## src/rtl/lc3_ir_fetch.sv

```systemverilog
// lc3_ir_fetch
// Instruction-fetch stage of the simplified LC-3 datapath. Holds the PC and
// reads one instruction word at a time from instruction memory. Each word is
// latched into IR and offered to decode. The immediate fields of IR are
// broken out for the sign-extension units. A branch or jump target can be
// loaded into the PC on the cycle decode accepts the instruction.
//
// Flow: IDLE -> REQ (read outstanding) -> HOLD (IR offered) -> REQ or IDLE.
// Every output comes from a register or is a slice of one. No input reaches
// an output in the same cycle.

module lc3_ir_fetch #(
  parameter logic [15:0] RESET_PC = 16'h0000
) (
  input  logic        Clk,
  input  logic        Reset_n,
  input  logic        Run,

  // Instruction memory read port
  output logic [15:0] mem_addr,
  output logic        mem_rd,
  input  logic [15:0] mem_rdata,
  input  logic        mem_ack,

  // Hand-off to decode
  output logic        ir_valid,
  input  logic        ir_ready,

  // PC redirect from the address adder
  input  logic        redirect,
  input  logic [15:0] redirect_pc,

  // Architectural state and IR field breakout
  output logic [15:0] IR,
  output logic [15:0] PC,
  output logic [10:0] off11,
  output logic [8:0]  off9,
  output logic [5:0]  off6,
  output logic [4:0]  imm5,
  output logic [15:0] fetch_count
);

  typedef enum logic [1:0] {
    IDLE = 2'b00,
    REQ  = 2'b01,
    HOLD = 2'b10
  } state_t;

  state_t      state_q, state_d;
  logic [15:0] pc_q,    pc_d;
  logic [15:0] ir_q,    ir_d;
  logic [15:0] count_q, count_d;

  // Decode sees an instruction in HOLD, and it is taken when decode is ready.
  logic accept;
  assign accept = (state_q == HOLD) && ir_ready;

  // Next-state and next-value logic for the fetch sequencer.
  // NOTE: every variable gets a default at the top of the block. This way no
  // path leaves a value unassigned, and no latch is inferred.
  always_comb begin
    state_d = state_q;
    pc_d    = pc_q;
    ir_d    = ir_q;
    count_d = count_q;

    unique case (state_q)
      IDLE: begin
        if (Run) state_d = REQ;
      end

      REQ: begin
        // Run is not looked at here. An outstanding read always completes,
        // and the decision to go idle is made at accept.
        if (mem_ack) begin
          ir_d    = mem_rdata;
          pc_d    = pc_q + 16'd1;   // wraps 16'hFFFF -> 16'h0000
          state_d = HOLD;
        end
      end

      HOLD: begin
        if (accept) begin
          count_d = count_q + 16'd1;
          // The target is loaded as-is. The increment has already been
          // applied for the instruction being handed off.
          if (redirect) pc_d = redirect_pc;
          state_d = Run ? REQ : IDLE;
        end
      end

      default: begin
        state_d = IDLE;
      end
    endcase
  end

  // State register. Mem_ack outside REQ never reaches these flops because the
  // next-value logic only looks at it in REQ.
  // NOTE: sequential state uses non-blocking assignments only, so all flops
  // update together from values computed before the edge.
  // NOTE: IR and fetch_count are plain registers, not memory, so they are
  // reset to known values along with PC and the state.
  always_ff @(posedge Clk or negedge Reset_n) begin
    if (!Reset_n) begin
      state_q <= IDLE;
      pc_q    <= RESET_PC;
      ir_q    <= 16'h0000;
      count_q <= 16'h0000;
    end else begin
      state_q <= state_d;
      pc_q    <= pc_d;
      ir_q    <= ir_d;
      count_q <= count_d;
    end
  end

  // Outputs are decoded from registered state. mem_addr cannot move while
  // mem_rd is high, because PC only changes on the ack edge that leaves REQ.
  assign mem_rd      = (state_q == REQ);
  assign ir_valid    = (state_q == HOLD);
  assign mem_addr    = pc_q;
  assign PC          = pc_q;
  assign IR          = ir_q;
  assign fetch_count = count_q;

  // Immediate fields for the sign-extension units. These are pure slices of IR.
  assign off11 = ir_q[10:0];
  assign off9  = ir_q[8:0];
  assign off6  = ir_q[5:0];
  assign imm5  = ir_q[4:0];

endmodule

```

## config.mk

```make
export PLATFORM = sky130hd
export DESIGN_NAME = lc3_ir_fetch
export DESIGN_NICKNAME = d
export VERILOG_FILES = /design/src/rtl/lc3_ir_fetch.sv
export SDC_FILE = /design/constraint.sdc
export NUM_CORES = 1
export LEC_CHECK = 0
export CAP_MARGIN = 20
export CORE_MARGIN = 2
export CORE_UTILIZATION = 37
export DETAILED_ROUTE_END_ITERATION = 6
export PLACE_DENSITY = 0.77
export SYNTH_ARGS = -nofsm -noshare
export SYNTH_HDL_FRONTEND = slang
export SYNTH_SLANG_ARGS = --single-unit
```

## constraint.sdc

```tcl
create_clock -name Clk -period 1.38 [get_ports Clk]
set_input_delay 0.207 -clock Clk [delete_from_list [all_inputs] [get_ports Clk]]
set_output_delay 0.207 -clock Clk [all_outputs]
set_load 0.03 [all_outputs]
```

==> impl_metrics.yaml <==
setup_path:
  crit_start: "state_q[0]"
  crit_type: "reg -> reg"
  critPathMostFrequentCell: "buf_4"
  crit_chain: "buf_6 -> buf_4 -> and3b_2 -> a31oi_4 -> buf_4 -> a21oi_2 -> a2bb2oi_1"
  arrival_ns: 1.76
  worstPathMaxFanout: 5
  reg2reg_slack_ns: -0.19
  crit-reg2reg-launch: "state_q[0]"
  crit_required_ns: 1.57
  cp-start-kind: "register"
  end_kind: "register"
  worstReg2RegEnd: "PC[8]"
  r2r_cells: 7
  cp_slowest_cell: "dfrtp_2"
  max_stage_delay_ns: 0.43
clocking:
  ctsHtreeMaxLevel: 2
  tritoncts: "yes"
  clock_path_buffers: 2
  cts_buffers: 5
  cts_sinks: 50
  clk_latency_ns: 0.30
  cts.clk_slew.worst_paths_ns: 0.10
  cts_root_buffer: "clkbuf_8"
synthesis:
  ys_top_cells_by_count: "73 x nand2_1, 50 x dfrtp_1, 47 x buf_4, 16 x a21oi_1, 15 x nand3_1"
  synth_edf_count: 0
  netlist.top_cell.by_area: "dfrtp_1"
  syn_area_sq_um: 2810
  ys_types: 48
  yosys-top-cells-area: "dfrtp_1 45%, buf_4 13%, nand2_1 9.8%, a21oi_1 2.9%, xnor2_1 2.8%"
  syn_inst: 308
  synth_nets: 348
  synth_flop_cell: "dfrtp_1"
  synth_most_common_cell: "nand2_1"
  async_flop_share_pct: 100
  yosysTopAreaCellShare_pct: 44.6
  avgSynthCellArea_sq_um: 9.11
  ys_ff_latch: 50
  yosysWarnings: 0
  synth-seq-area-share_pct: 44.6
grt:
  antenna_found_initial: 0
  grt_first_pass_wirelength_microns: 13100
  track_usage_pct: 19.3
  grt_start_max_net_pins: 51
  grt_pass1_vias: 2666
  overflow: 0
drt:
  wirelength_microns: 8650
  met2_length_microns: 4500
  routed.top_layer: "met4"
  drt_iter0_drc: 90
  wl_met3_microns: 474
  drt-vias-per-instance: 4.98
  wire_per_inst_microns: 15.4
  drt-pass1-iter-count: 4
  vias: 2804
  drc: 0
  detail-route-antenna-nets: 0
  met1_length_microns: 3490
worst_hold_path:
  hold_class: "in -> async"
power_and_ir_drop:
  power_leakage_uw: 0.00228
  power_frac_clock_pct: 7.9
  p_comb_share_pct: 67.7
  vdd.ir_drop.worst_v: 0.00141
  pwr_density_cell_nw_per_um2: 2340
  p_int_uw: 5450
  power_switching_uw: 5770
  seq_power_share_pct: 24.4
  swShare_pct: 51.5
layout:
  syn2layout_area_growth_pct: 71.1
  nNetsFinal: 503
  drive_gt1_share_pct: 45.5
  n_fill_cell: 602
  diodes: 0
  fin_util_pct: 65.8
  layoutNonFillerInstCount: 563
timing:
  finClkSkew_ns: 0.0110
  slew_violations: 0
  worst_pin_slew_ns: 0.325
  period_share_pct: 114
  hold_violations: 0
  report.final.setup_viol: 44
  post-route-worst-setup-slack_ns: -0.193
  fmax_mhz: 636
  rsz0062_at_grt: "true"
  relSlewSlack_pct: 78.1
  period_minus_slack_ns: 1.57
die:
  rows: 31
  die_area_sq_um: 8290
  io_pins: 135
  start_util_pct: 38.5
  die_w_microns: 91.1
  die_y_microns: 91.1
  coreArea_sq_um: 7290
placement:
  dpl.hpwl_microns: 5730
  numPortBuffers: 134
  dpl.cell_count: 528
  globalplace.congestion: 0.851
outcome:
  status: "complete, but fails checks"
  violations: "setup timing"
job:
  max_cap_violations: 0
-- what timing repair did --
item,in CTS,in global routing
resized for setup,145,104
setup endpoints to repair,109,73
endpoints found under the hold margin,50,0
hold buffers,1,0
buffers inserted,13,15
cloned,0,0
pin swaps,9,14
-- cell type report --
| cell class | count | area, sq um | area share [%] |
|---|---|---|---|
| clock buffer | 5 | 68.8 | 1.43 |
| clock inverter | 3 | 23.8 | 0.495 |
| inverter | 4 | 17.5 | 0.365 |
| multi-input combinational | 196 | 1470 | 30.6 |
| sequential | 50 | 1280 | 26.7 |
| tap | 99 | 124 | 2.58 |
| timing repair buffer | 206 | 1810 | 37.8 |
-- registers in the layout, indices dropped and copies added, names as in the netlist --
| name | flops |
|---|---|
| state_q | 2 |
| IR | 16 |
| PC | 16 |
| fetch_count | 16 |
-- cells in the final DEF, fill, tap and decap left out, types with 3 or more instances in the layout --
master	netlist	routed
clkdlybuf4s50_1	0	36
buf_4	47	65
clkbuf_2	1	25
nand2_1	73	65
buf_12	0	5
nor3_4	0	3
a21oi_1	16	4
dlygate4sd2_1	0	33
dfrtp_2	0	23
nand3_2	0	3
nor3_1	8	4
dfrtp_1	50	27
nand4_1	4	4
xnor2_1	9	9
xor2_1	6	6
buf_6	0	14
nand3_1	15	11
nand2_2	0	8
inv_1	3	3
o22ai_1	7	6
a21oi_4	0	3
clkdlybuf4s15_1	0	14
nor4_4	2	4
a21oi_2	0	9
nor2_4	0	3
clkbuf_8	0	5
nor2_1	8	4
clkdlybuf4s15_2	0	11
o21ai_0	8	5
-- per-layer routing --
layer / GRT usage [%] / vias up
met5: 0 / -
met4: 6.06 / 0
met1: 23.2 / 1354
met3: 3.49 / 14
met2: 34.8 / 115
li1: - / 1321
-- cell families (layout without fill, tap and decap cells) --
group | after synthesis | count (layout) | share of synthesized area (%)
adders and majority gates | 2 | 2 | 0.892
and+or+nand+nor | 130 | 130 | 23.6
muxes | 3 | 3 | 1.12
DFF | 50 | 50 | 44.6
AOI/OAI and AO/OA | 46 | 46 | 10.2
buffers and inverters | 62 | 218 | 14.9
xor gates and xnor gates | 15 | 15 | 4.68
-- stage by stage --
stage	TNS (ns)	power [uW]	worst slack, ns	hold WS (ns)	cell area (sq um)
2_1_floorplan	-0.684	7370	-0.114	-0.0886	2930
3_5_place_dp	-6.90	9790	-0.338	0.225	4300
6_report	-3.35	11200	-0.193	0.400	4800
3_3_place_gp	-5.65	9630	-0.281	0.218	4300
4_1_cts	-1.59	10600	-0.158	0.413	4600
5_1_grt	-5.93	11800	-0.241	0.428	4800
-- power by group through the flow --
| stage | Sequential [uW] | Combinational [uW] | Clock (uW) |
|---|---|---|---|
| floorplan | 3670 | 3700 | 0 |
| global placement | 2740 | 6890 | 0 |
| detailed placement | 2780 | 7010 | 0 |
| CTS | 2710 | 7000 | 930 |
| global route | 2830 | 8010 | 983 |
| finish | 2740 | 7600 | 889 |
-- worst max-delay path, delay by kind of cell, from the launching register on --
kind,cells,cell delay [ns]
flip-flops,1,0.43
buffers and inverters,3,0.42
AO/OA/AOI/OAI,3,0.39
AND/OR/NAND/NOR,1,0.23
-- how the worst max path moves through the flow --
| stage | cells after the start | slack, ns | endpoint |
|---|---|---|---|
| 2_1_floorplan | 5 | -0.11 | fetch_count[12] |
| 3_3_place_gp | 5 | -0.28 | PC[15] |
| 3_5_place_dp | 5 | -0.34 | PC[15] |
| 4_1_cts | 6 | -0.16 | fetch_count[8] |
| 5_1_grt | 6 | -0.24 | fetch_count[8] |
| 6_report | 7 | -0.19 | PC[8] |
(Power assumes the default switching activity.)
